**src/rtl/fpu_shift_arb.sv**
```systemverilog
// Shared barrel-shifter arbiter: two FPU stages take turns on one bsr/bsl
// pair, with a registered valid/ready response carrying result, sticky and ID.

module bsr #(
   parameter int WIDTH  = 32,
   parameter int SWIDTH = 5
) (
   input  logic [WIDTH-1:0]  din,
   input  logic [SWIDTH-1:0] s,
   input  logic              filler,
   output logic [WIDTH-1:0]  dout,
   output logic              sticky
);
   localparam logic [SWIDTH:0] WLIM = WIDTH[SWIDTH:0];

   logic [WIDTH-1:0] stg [0:SWIDTH];
   logic             stk [0:SWIDTH];
   logic             ovf;

   assign stg[0] = din;
   assign stk[0] = 1'b0;
   assign ovf    = ({1'b0, s} >= WLIM);

   // Stages at or beyond WIDTH are folded into ovf, so filler never reaches
   // the low end of a stage and shifted-out bits are always operand bits.
   for (genvar k = 0; k < SWIDTH; k++) begin : g_stage
      localparam int AMT = 1 << k;
      if (AMT < WIDTH) begin : g_live
         assign stg[k+1] = s[k] ? {{AMT{filler}}, stg[k][WIDTH-1:AMT]} : stg[k];
         assign stk[k+1] = stk[k] | (s[k] & (|stg[k][AMT-1:0]));
      end else begin : g_pass
         assign stg[k+1] = stg[k];
         assign stk[k+1] = stk[k];
      end
   end

   assign dout   = ovf ? {WIDTH{filler}} : stg[SWIDTH];
   assign sticky = ovf ? (|din) : stk[SWIDTH];
endmodule

module bsl #(
   parameter int WIDTH  = 32,
   parameter int SWIDTH = 5
) (
   input  logic [WIDTH-1:0]  din,
   input  logic [SWIDTH-1:0] s,
   input  logic              filler,
   output logic [WIDTH-1:0]  dout,
   output logic              sticky
);
   localparam logic [SWIDTH:0] WLIM = WIDTH[SWIDTH:0];

   logic [WIDTH-1:0] stg [0:SWIDTH];
   logic             stk [0:SWIDTH];
   logic             ovf;

   assign stg[0] = din;
   assign stk[0] = 1'b0;
   assign ovf    = ({1'b0, s} >= WLIM);

   for (genvar k = 0; k < SWIDTH; k++) begin : g_stage
      localparam int AMT = 1 << k;
      if (AMT < WIDTH) begin : g_live
         assign stg[k+1] = s[k] ? {stg[k][WIDTH-AMT-1:0], {AMT{filler}}} : stg[k];
         assign stk[k+1] = stk[k] | (s[k] & (|stg[k][WIDTH-1:WIDTH-AMT]));
      end else begin : g_pass
         assign stg[k+1] = stg[k];
         assign stk[k+1] = stk[k];
      end
   end

   assign dout   = ovf ? {WIDTH{filler}} : stg[SWIDTH];
   assign sticky = ovf ? (|din) : stk[SWIDTH];
endmodule

module fpu_shift_arb #(
   parameter int WIDTH  = 32,
   parameter int SWIDTH = 5
) (
   input  logic              clk,
   input  logic              rst,
   input  logic              req0_valid,
   output logic              req0_ready,
   input  logic [WIDTH-1:0]  req0_din,
   input  logic [SWIDTH-1:0] req0_s,
   input  logic              req0_dir,
   input  logic              req0_filler,
   input  logic              req1_valid,
   output logic              req1_ready,
   input  logic [WIDTH-1:0]  req1_din,
   input  logic [SWIDTH-1:0] req1_s,
   input  logic              req1_dir,
   input  logic              req1_filler,
   output logic              rsp_valid,
   input  logic              rsp_ready,
   output logic              rsp_id,
   output logic [WIDTH-1:0]  rsp_dout,
   output logic              rsp_sticky
);
   logic              last;
   logic              accept_p0;
   logic              grant0_p0, grant1_p0;
   logic              xfer0_p0, xfer1_p0, xfer_p0;
   logic [WIDTH-1:0]  din_p0;
   logic [SWIDTH-1:0] s_p0;
   logic              dir_p0, filler_p0;
   logic [WIDTH-1:0]  rdout_p0, ldout_p0, dout_p0;
   logic              rsticky_p0, lsticky_p0, sticky_p0;

   // Stage p0: arbitration, operand mux and shared shifters
   assign accept_p0 = ~rsp_valid | rsp_ready;
   assign grant0_p0 = req0_valid & (~req1_valid | last);
   assign grant1_p0 = req1_valid & (~req0_valid | ~last);

   assign req0_ready = accept_p0 & grant0_p0 & ~rst;
   assign req1_ready = accept_p0 & grant1_p0 & ~rst;

   assign xfer0_p0 = req0_valid & req0_ready;
   assign xfer1_p0 = req1_valid & req1_ready;
   assign xfer_p0  = xfer0_p0 | xfer1_p0;

   assign din_p0    = grant1_p0 ? req1_din    : req0_din;
   assign s_p0      = grant1_p0 ? req1_s      : req0_s;
   assign dir_p0    = grant1_p0 ? req1_dir    : req0_dir;
   assign filler_p0 = grant1_p0 ? req1_filler : req0_filler;

   bsr #(.WIDTH(WIDTH), .SWIDTH(SWIDTH)) u_bsr (
      .din    (din_p0),
      .s      (s_p0),
      .filler (filler_p0),
      .dout   (rdout_p0),
      .sticky (rsticky_p0)
   );

   bsl #(.WIDTH(WIDTH), .SWIDTH(SWIDTH)) u_bsl (
      .din    (din_p0),
      .s      (s_p0),
      .filler (filler_p0),
      .dout   (ldout_p0),
      .sticky (lsticky_p0)
   );

   assign dout_p0   = dir_p0 ? ldout_p0   : rdout_p0;
   assign sticky_p0 = dir_p0 ? lsticky_p0 : rsticky_p0;

   // Stage p1: response register; last only moves on an actual transfer
   always_ff @(posedge clk) begin
      if (rst) begin
         rsp_valid  <= 1'b0;
         rsp_id     <= 1'b0;
         rsp_dout   <= '0;
         rsp_sticky <= 1'b0;
         last       <= 1'b1;
      end else if (xfer_p0) begin
         rsp_valid  <= 1'b1;
         rsp_id     <= xfer1_p0;
         rsp_dout   <= dout_p0;
         rsp_sticky <= sticky_p0;
         last       <= xfer1_p0;
      end else if (rsp_ready) begin
         rsp_valid  <= 1'b0;
      end
   end
endmodule

```
**config.mk**
```make
export PLATFORM = sky130hd
export DESIGN_NAME = fpu_shift_arb
export DESIGN_NICKNAME = d
export VERILOG_FILES = /design/src/rtl/fpu_shift_arb.sv
export SDC_FILE = /design/constraint.sdc
export NUM_CORES = 1
export LEC_CHECK = 0
export BUFFER_PORTS_ARGS = -buffer_cell sky130_fd_sc_hd__buf_2
export CORE_MARGIN = 2
export CORE_UTILIZATION = 55
export DETAILED_ROUTE_END_ITERATION = 10
export PLACE_DENSITY = 0.78
export SYNTH_ARGS = -nofsm -noshare
export SYNTH_HDL_FRONTEND = slang
export SYNTH_SLANG_ARGS = --single-unit
```
**constraint.sdc**
```tcl
create_clock -name clk -period 5.7 [get_ports clk]
set_clock_uncertainty 0.1 [all_clocks]
set_input_delay 1.14 -clock clk [delete_from_list [all_inputs] [get_ports clk]]
set_output_delay 1.14 -clock clk [all_outputs]
set_load 0.02 [all_outputs]
```
==> metrics.md, run 1 <==
| Metric | Value |
|---|---|
| Post-synth EDFFs | `0` |
| Setup Viol. Count Final | `0` |
| Die X | `119 um` |
| PortBufs | `119` |
| Int Power | `0.797 mW` |
| Area grow syn2layout | `9.11%` |
| Nets | `1058` |
| Status | `finished, final reports clean` |
| Seq pwr share | `0.190` |
| All-layer global routing usage | `0.364` |
| Detailed Routing Iterations Pass 1 | `6` |
| Hpwl dp | `20200 um` |
| Initial antenna violation count | `0` |
| # hold bufs at CTS | `0` |
| Synth Area in Compound Gates | `0.193` |
| N_diodes | `0` |
| Initial DRC Count | `962` |
| Top_reg_cell synth | `dfxtp_1` |
| Fmax | `220 MHz` |
| Via count | `7968` |
| Total grt overflow | `0` |
| Final period util | `0.797` |
| Post-synth top area share | `0.299` |
| Share of layout cells above drive strength 1 | `0.237` |
| Pwr dens | `196 nW/um2` |
| Routed WL | `26500 um` |
| Root Driver | `clkbuf_16` |
| Setup Fix Bufs, Post-CTS | `0` |
| CP Data Arrival Time | `4.58 ns` |
| Net load switching power | `0.745 mW` |
| Commonest non-fill, non-tap cell in the layout | `mux2i_1` |
| Total power draw | `1.54 mW` |
| Post-Synth Adder-Cell Area | `0` |
| DR WL/cell | `23.1 um` |
| Worst VDD drop | `0.115 mV` |
| Gpl congestion | `1.06` |
| Mux cell area share after synthesis | `0.467` |
| Ys Warns | `0` |
| Sw frac | `0.483` |
| Mapped Area | `7230 um2` |
| Max clock buf depth | `2` |
| Leakage | `3.56 nW` |
| Worst skew pair latency | `0.28 ns` |
| Crit path time final | `4.54 ns` |
| Worst hold path class | `reg2reg` |
| Synth Area in Simple Gates | `0.171` |
| Crit path kind | `in2reg` |
| ANT nets after route | `0` |
| Post-CTS sizing | `0` |
| Setup_tns | `0 ns` |
| Crit. End Element | `flip-flop` |
| CTS tree | `built` |
| Vias in the first global route | `7389` |
| Slew at the pin closest to its max-slew limit | `1.08 ns` |
| Net count after synthesis | `1004` |
| First-pass GRT wire length | `41100 um` |
| Initial cell density of the core | `0.568` |
| CTS Sinks | `36` |
| Fill count | `1205` |
| Largest net degree at the start of global routing | `60` |
| WP data required | `5.74 ns` |
| Largest family of logic cells by synthesized area | `multiplexers` |
| Clock buffer count from CTS | `5` |
| Yosys reg bits | `36` |
| CP max FO | `57` |
| Cell taking the most area after synthesis | `mux2i_1` |
| Die height | `119 um` |
| Area of the core | `12700 um2` |
| # IOs | `120` |
| Logic pwr share | `0.636` |
| Largest cells by area after synthesis | `mux2i_1 (30%), dfxtp_1 (10%), mux4_2 (10%)` |
| Max_slew headroom | `0.261` |
| RSZ-0062 raised after global routing | `false` |
| Clock Power Share | `0.174` |
| Fin. Hold Viols | `0` |
| Post-route DRC | `0` |
| Worst-path clk slew | `0.05 ns` |
| Avg Synthesized Cell Area | `7.85 um2` |
| Max-Cap Viols | `0` |
| Ys async rst share | `0` |
| XOR/XNOR Fraction of Synth Area | `0` |
| Cells after Synth | `921` |
| Die area | `14100 um2` |
| Post-synth cell types | `61` |
| Row count | `41` |
| Most frequent cells in the layout | `mux2i_1 (213), buf_2 (117), nand2_1 (105)` |
| Seq/Total Area, Yosys | `0.0997` |
| Max-slew violations | `0` |
| Max H-tree Level | `2` |
| DR vias/cell | `6.94` |
| Startpoint Class | `input port` |
[cell usage after synthesis (3+ instances only)]
cell / count
dfxtp_1: 36
nand2b_1: 3
a21oi_1: 64
o211ai_1: 9
or3_1: 3
clkbuf_1: 31
buf_1: 3
mux4_2: 32
a31oi_1: 21
and3_1: 6
nor2_1: 91
nor2b_1: 4
mux2_4: 3
and2_1: 3
o22ai_1: 5
buf_2: 36
nor3_1: 27
nor4b_1: 3
o31ai_1: 3
nand3_1: 22
a311oi_1: 6
mux2_2: 33
o21ai_0: 48
o21ai_1: 4
mux2i_1: 216
buf_6: 9
buf_4: 11
nand4_1: 7
nor4_1: 4
nand2_1: 105
a211oi_1: 30
a22oi_1: 4
mux2i_2: 4
[state kept, by name, indices dropped and copies added (netlist names)]
register	count
rsp_id	1
rsp_sticky	1
last	1
rsp_dout	32
rsp_valid	1
[worst paths after layout]
path,slack [ns],endpoint,start,depth (start not counted)
setup / recovery,1.16,rsp_dout[17],req0_valid,11
hold / removal,0.34,rsp_dout[29],rsp_dout[29],2
setup reg to reg,1.76,rsp_dout[17],last,10
hold reg to reg,0.34,rsp_dout[29],rsp_dout[29],2
[power groups by stage]
stage,combinational [mW],clock [mW],sequential [mW]
2_1_floorplan,0.633,0,0.331
3_3_place_gp,0.939,0,0.299
3_5_place_dp,0.942,0,0.299
4_1_cts,0.947,0.268,0.294
5_1_grt,1.04,0.278,0.297
6_report,0.980,0.268,0.294
[critical path: stages]
cell	delay, ns
buf_2	0.17
a21bo_4	0.49
buf_4	0.39
mux2_4	0.66
nor2_1	0.10
a31oi_1	0.43
a21oi_1	0.19
a21oi_1	0.23
nor2_1	0.09
a2111oi_0	0.54
nor4_1	0.11
[cell type report]
cell class	count	area (um2)	share of cell area
Timing Repair Buffer	137	736	0.0933
Inverter	2	7.51	0.000952
Multi-Input combinational cell	793	6060	0.769
Clock inverter	3	18.8	0.00238
Sequential cell	36	721	0.0914
Tap cell	172	215	0.0273
Clock buffer	5	125	0.0159
[per-stage QoR]
stage	utilization	hold slack (ns)	cell area, um2	worst slack (ns)	cells
after floorplan	-	0.395	7230	1.84	921
after global placement	0.609	0.331	7740	1.05	1140
after detailed placement	0.609	0.342	7740	1.08	1140
after CTS	0.620	0.351	7890	1.32	1148
after global routing	0.620	0.366	7890	1.02	1148
final	0.620	0.344	7890	1.16	1148
[layer usage]
layer / vias to the layer above / part of all wire / track usage
met5: - / 0 / 0
met1: 3701 / 0.40 / 0.496
met3: 95 / 0.12 / 0.0796
met4: 0 / 0.041 / 0.134
met2: 568 / 0.45 / 0.563
li1: 3604 / - / -
[logic make-up after synthesis]
group / after synthesis
simple gates: 283
compound gates: 221
buf+inv: 92
flops: 36
mux: 289
Power figures use the tool's default switching activity.
==> inputs of run 2 (changes only) <==
==> constraint.sdc (replaced) <==
create_clock -name clk -period 4.5 [get_ports clk]
set_clock_uncertainty 0.1 [all_clocks]
set_input_delay 0.9 -clock clk [delete_from_list [all_inputs] [get_ports clk]]
set_output_delay 0.9 -clock clk [all_outputs]
set_load 0.02 [all_outputs]
==> run 2 against run 1 <==
  * Final cell count increased by 2.1%
  * Non-clock buffer count up 24
  * First-iteration DRC count increased by 16%
  * Global-route usage up 2.3 points
  * Worst setup slack got worse by 0.53 ns
  * Critical path type unchanged
  * Critical endpoint unchanged
  * Largest power group unchanged
  * Highest routed layer unchanged
==> metrics.md, run 2 (synthesized netlist as in run 1, its figures left out) <==
| Metric | Value |
|---|---|
| Status | `finished, final reports clean` |
| First-pass GRT wire length | `43300 um` |
| Initial cell density of the core | `0.568` |
| Most used cell, CP | `a21oi_1` |
| PortBufs | `119` |
| Root Driver | `clkbuf_16` |
| Crit. End Element | `flip-flop` |
| Initial DRC Count | `1113` |
| CP max-delay cell | `a2111oi_0` |
| CP bufs+invs | `2` |
| Setup Viol. Count Final | `0` |
| Max_slew headroom | `0.382` |
| Crit path time final | `3.87 ns` |
| Initial antenna violation count | `0` |
| Via count | `8216` |
| CTS tree | `built` |
| CP max stage delay | `0.61 ns` |
| Post-route DRC | `0` |
| Post-CTS sizing | `0` |
| CP max FO | `31` |
| Max-slew violations | `0` |
| CTS Sinks | `36` |
| Setup Fix Bufs, Post-CTS | `0` |
| Fill count | `1206` |
| Clock buffer count from CTS | `5` |
| Final std cells w/o fill | `1172` |
| Share of layout cells above drive strength 1 | `0.255` |
| Crit path max-delay family | `compound AO/OA/AOI/OAI gates` |
| Worst-path clk slew | `0.06 ns` |
| Final period util | `0.860` |
| Routed WL | `27700 um` |
| CP Data Arrival Time | `3.91 ns` |
| Fin. Hold Viols | `0` |
| ANT nets after route | `0` |
| All-layer global routing usage | `0.387` |
| # hold bufs at CTS | `0` |
| Die X | `119 um` |
| Fmax | `258 MHz` |
| WP data required | `4.54 ns` |
| Setup_tns | `0 ns` |
| Detailed Routing Iterations Pass 1 | `6` |
| Max H-tree Level | `2` |
| Slew at the pin closest to its max-slew limit | `0.927 ns` |
| Placed cells | `1164` |
| Area grow syn2layout | `11.8%` |
| Worst VDD drop | `0.142 mV` |
| Nets | `1082` |
| Hpwl dp | `21800 um` |
| Worst-path cell chain | `buf_2, a21bo_4, buf_4, mux2i_1, nand2_1, a31oi_1, a21oi_1, a21oi_1, nor2_1, a2111oi_0, nor4_1` |
| DR vias/cell | `7.01` |
| Pwr dens | `247 nW/um2` |
| Max-Cap Viols | `0` |
| Largest reg by FF count | `rsp_dout` |
| Vias in the first global route | `7674` |
| Row count | `41` |
| Startpoint Class | `input port` |
| DR WL/cell | `23.6 um` |
| Commonest non-fill, non-tap cell in the layout | `mux2i_1` |
| Die height | `119 um` |
| Area of the core | `12700 um2` |
| Crit path kind | `in2reg` |
| Max FFs per register | `32` |
| # IOs | `120` |
| Final WS setup | `0.628 ns` |
| Worst hold path class | `reg2reg` |
| RSZ-0062 raised after global routing | `false` |
| N_diodes | `0` |
| Largest net degree at the start of global routing | `45` |
| Max clock buf depth | `2` |
| Most frequent cells in the layout | `mux2i_1 (213), buf_2 (117), nand2_1 (105)` |
| Gpl congestion | `1.05` |
| Leakage | `3.69 nW` |
| Die area | `14100 um2` |
| Total grt overflow | `0` |
| Setup slack at placement | `0.396 ns` |
| Worst skew pair latency | `0.28 ns` |
==> run 2: metrics by stage <==
stage | cell area [um2] | hold WS (ns) | total power, mW | util
2_1_floorplan | 7230 | 0.395 | 1.22 | -
3_3_place_gp | 7940 | 0.332 | 1.61 | 0.624
3_5_place_dp | 7940 | 0.335 | 1.61 | 0.624
4_1_cts | 8080 | 0.344 | 1.96 | 0.635
5_1_grt | 8080 | 0.359 | 2.09 | 0.635
6_report | 8080 | 0.340 | 2.00 | 0.635
==> run 2: layout make-up <==
class                   count  area (um2)  share of cell area
multi-input cells         793        6060               0.751
repair buffers            161         928               0.115
flip-flops and latches     36         721              0.0892
well taps                 172         215              0.0266
clock buffers               5         125              0.0155
clock inverters             3        18.8             0.00232
inverters                   2        7.51            0.000929
==> run 2: final timing paths <==
path	from	to	slack, ns	cells past startpoint
worst min register to register	rsp_dout[29]	rsp_dout[29]	0.34	2
worst max register to register	last	rsp_dout[17]	0.98	10
worst max-delay path	req0_valid	rsp_dout[17]	0.63	11
worst min-delay path	rsp_dout[29]	rsp_dout[29]	0.34	2
==> run 2: power by group <==
| part | internal (mW) | switching [mW] |
|---|---|---|
| sequential | 0.354 | 0.0180 |
| clock | 0.204 | 0.139 |
| combinational | 0.475 | 0.809 |
==> run 2: metal layers <==
metal  wire, um  vias to the layer above  global-route usage
met1      11400                     3877               0.549
met3       3180                       73              0.0767
met4        829                        0               0.119
li1           -                     3650                   -
met2      12300                      616               0.589
met5          0                        -                   0
==> run 2: tightest hold or removal path, stage by stage, from the launching register on <==
cell and delay (ns):
dfxtp_1 0.30, nand2_1 0.05, nand2_1 0.04
==> inputs of run 3 (changes only) <==
--- a/config.mk
+++ b/config.mk
@@ -12,4 +12,5 @@
 export PLACE_DENSITY = 0.78
 export SYNTH_ARGS = -nofsm -noshare
 export SYNTH_HDL_FRONTEND = slang
+export SYNTH_HIERARCHICAL = 1
 export SYNTH_SLANG_ARGS = --single-unit
==> run 3 against run 2 <==
  * First-iteration DRC count decreased by 9.4%
  * Design area increased by 2.6%
  * Synthesized cell count decreased by 0.98%
  * Critical endpoint is now rsp_dout[10]
  * Largest cell class unchanged
  * Highest routed layer unchanged
==> metrics.md, run 3 <==
| Metric | Value |
|---|---|
| Vias in the first global route | `7430` |
| Mux cell area share after synthesis | `0.448` |
| CTS tree | `built` |
| Worst r2r path cells | `12` |
| Top_reg_cell synth | `dfxtp_1` |
| Fin. Hold Viols | `0` |
| Initial DRC Count | `1008` |
| Nets | `1122` |
| CP max FO | `37` |
| First-pass GRT wire length | `39000 um` |
| # IOs | `120` |
| Status | `finished, final reports clean` |
| Startpoint Class | `input port` |
| Routed WL | `24700 um` |
| Hold depth | `1` |
| Die area | `13900 um2` |
| Final period util | `0.905` |
| Max_slew headroom | `0.112` |
| XOR/XNOR Fraction of Synth Area | `0` |
| ANT nets after route | `0` |
| Post-route DRC | `0` |
| Largest net degree at the start of global routing | `53` |
| Share of layout cells above drive strength 1 | `0.313` |
| Worst hold path class | `reg2reg` |
| Net load switching power | `1.15 mW` |
| Max H-tree Level | `2` |
| Initial cell density of the core | `0.564` |
| Commonest non-fill, non-tap cell in the layout | `nand2_1` |
| Worst VDD drop | `0.181 mV` |
| Gpl congestion | `1.05` |
| Area occupied by multi-input gates | `5810 um2` |
| Max clock buf depth | `2` |
| Post-Synth Adder-Cell Area | `0` |
| Via count | `7992` |
| Max-Cap Viols | `0` |
| Net count after synthesis | `995` |
| DR vias/cell | `6.59` |
| Leakage | `3.91 nW` |
| CTS Sinks | `36` |
| Setup Viol. Count Final | `0` |
| Die height | `118 um` |
| # hold bufs at CTS | `0` |
| Initial antenna violation count | `0` |
| Ys async rst share | `0` |
| Post-synth cell types | `51` |
| Synth Area in Compound Gates | `0.170` |
| Largest family of logic cells by synthesized area | `multiplexers` |
| N_diodes | `0` |
| Root Driver | `clkbuf_16` |
| Max FFs per register | `32` |
| Cell with the most instances after synthesis | `nand2_1` |
| Post-CTS sizing | `0` |
| Clock Power Share | `0.140` |
| Seq/Total Area, Yosys | `0.101` |
| Pwr dens | `296 nW/um2` |
| Post-synth EDFFs | `0` |
| Total grt overflow | `0` |
| Cells after Synth | `912` |
| Mapped Area | `7110 um2` |
| Crit path time final | `4.07 ns` |
| Most frequent cells in the layout | `nand2_1 (232), mux2i_1 (144), buf_2 (119)` |
| Ys Warns | `6` |
| Clock buffer count from CTS | `5` |
| Max-slew violations | `0` |
| PortBufs | `119` |
| Post-synth top area share | `0.203` |
| Largest reg by FF count | `rsp_dout` |
| Total power draw | `2.46 mW` |
| Top cells by count, synth | `nand2_1 (237), mux2i_1 (144), o21ai_0 (63)` |
| Sw frac | `0.468` |
| WP data required | `4.57 ns` |
| Area grow syn2layout | `16.6%` |
| Yosys reg bits | `36` |
| Register Area | `721 um2` |
| Fill count | `1111` |
| Synth Area in Simple Gates | `0.195` |
| All-layer global routing usage | `0.347` |
| Die X | `118 um` |
| Setup Fix Bufs, Post-CTS | `0` |
| Worst-path clk slew | `0.06 ns` |
| Logic pwr share | `0.702` |
| Largest cells by area after synthesis | `mux2i_1 (20%), mux4_2 (14%), nand2_1 (13%)` |
| Cell taking the most area after synthesis | `mux2i_1` |
| Row count | `41` |
| Detailed Routing Iterations Pass 1 | `8` |
| Hpwl dp | `18800 um` |
| Crit. End Element | `flip-flop` |
| CP Data Arrival Time | `4.14 ns` |
| Int Power | `1.31 mW` |
| Setup_tns | `0 ns` |
| Slew at the pin closest to its max-slew limit | `1.33 ns` |
| RSZ-0062 raised after global routing | `false` |
| Avg Synthesized Cell Area | `7.80 um2` |
| Worst skew pair latency | `0.28 ns` |
| Fmax | `246 MHz` |
| DR WL/cell | `20.4 um` |
| Seq pwr share | `0.159` |
| Crit path kind | `in2reg` |
| Area of the core | `12600 um2` |
run 3: cell types whose count changed after synthesis, sizes merged, moves of 28 or more:
cell    before  now
nand2      105  237
a32o         1   33
mux2i      221  144
a211oi      31    3
nor2        92   57
run 3: metrics by stage:
step                      area, um2   util  cells  setup slack, ns  hold WS, ns
after floorplan                7110      -    912            0.272        0.443
after global placement         8150  0.646   1204            0.285        0.344
after detailed placement       8150  0.646   1204            0.270        0.348
after CTS                      8290  0.657   1212            0.536        0.362
after global routing           8290  0.657   1212            0.271        0.373
final                          8290  0.657   1212            0.427        0.358
run 3: cells by family (layout without fill, tap and decap cells):
kind of cell,count (synthesis),count (layout)
compound gates,187,187
buf+inv,102,230
flops,36,36
mux,247,247
simple gates,340,340
run 3: final cells by class:
class,instances,share of cell area
Clock buffer,5,0.0151
Clock inverter,3,0.00226
Inverter,14,0.00634
Multi-Input combinational cell,774,0.701
Sequential cell,36,0.0869
Tap cell,172,0.0260
Timing Repair Buffer,208,0.163
run 3: routing by layer:
metal / track usage / routed length [um] / vias up
met1: 0.446 / 9210 / 3744
met2: 0.554 / 11300 / 559
met4: 0.151 / 1210 / 0
met3: 0.0824 / 3030 / 108
met5: 0 / 0 / -
li1: - / - / 3581
run 3: path summary, 6_finish.rpt:
check | from | to | slack, ns
max | req0_valid | rsp_dout[10] | 0.43
min reg2reg | rsp_dout[29] | rsp_dout[29] | 0.36
min | rsp_dout[29] | rsp_dout[29] | 0.36
max reg2reg | last | rsp_dout[19] | 0.81
run 3: critical path, stage by stage:
cell and delay, ns:
buf_2 0.15, a21bo_2 0.27, buf_4 0.28, nand2_1 0.12, nand2_1 0.25, buf_4 0.25, mux2_2 0.25, mux2i_1 0.25
mux2i_1 0.15, o21ai_0 0.49, a21oi_1 0.25, mux2i_1 0.18, nand2_1 0.08, a32o_1 0.25
run 3: power by group through the flow:
stage | combinational [mW] | clock, mW | sequential [mW]
global route | 1.83 | 0.359 | 0.394
detailed placement | 1.66 | 0 | 0.396
floorplan | 1.09 | 0 | 0.448
global placement | 1.63 | 0 | 0.394
finish | 1.73 | 0.343 | 0.390
CTS | 1.67 | 0.345 | 0.389
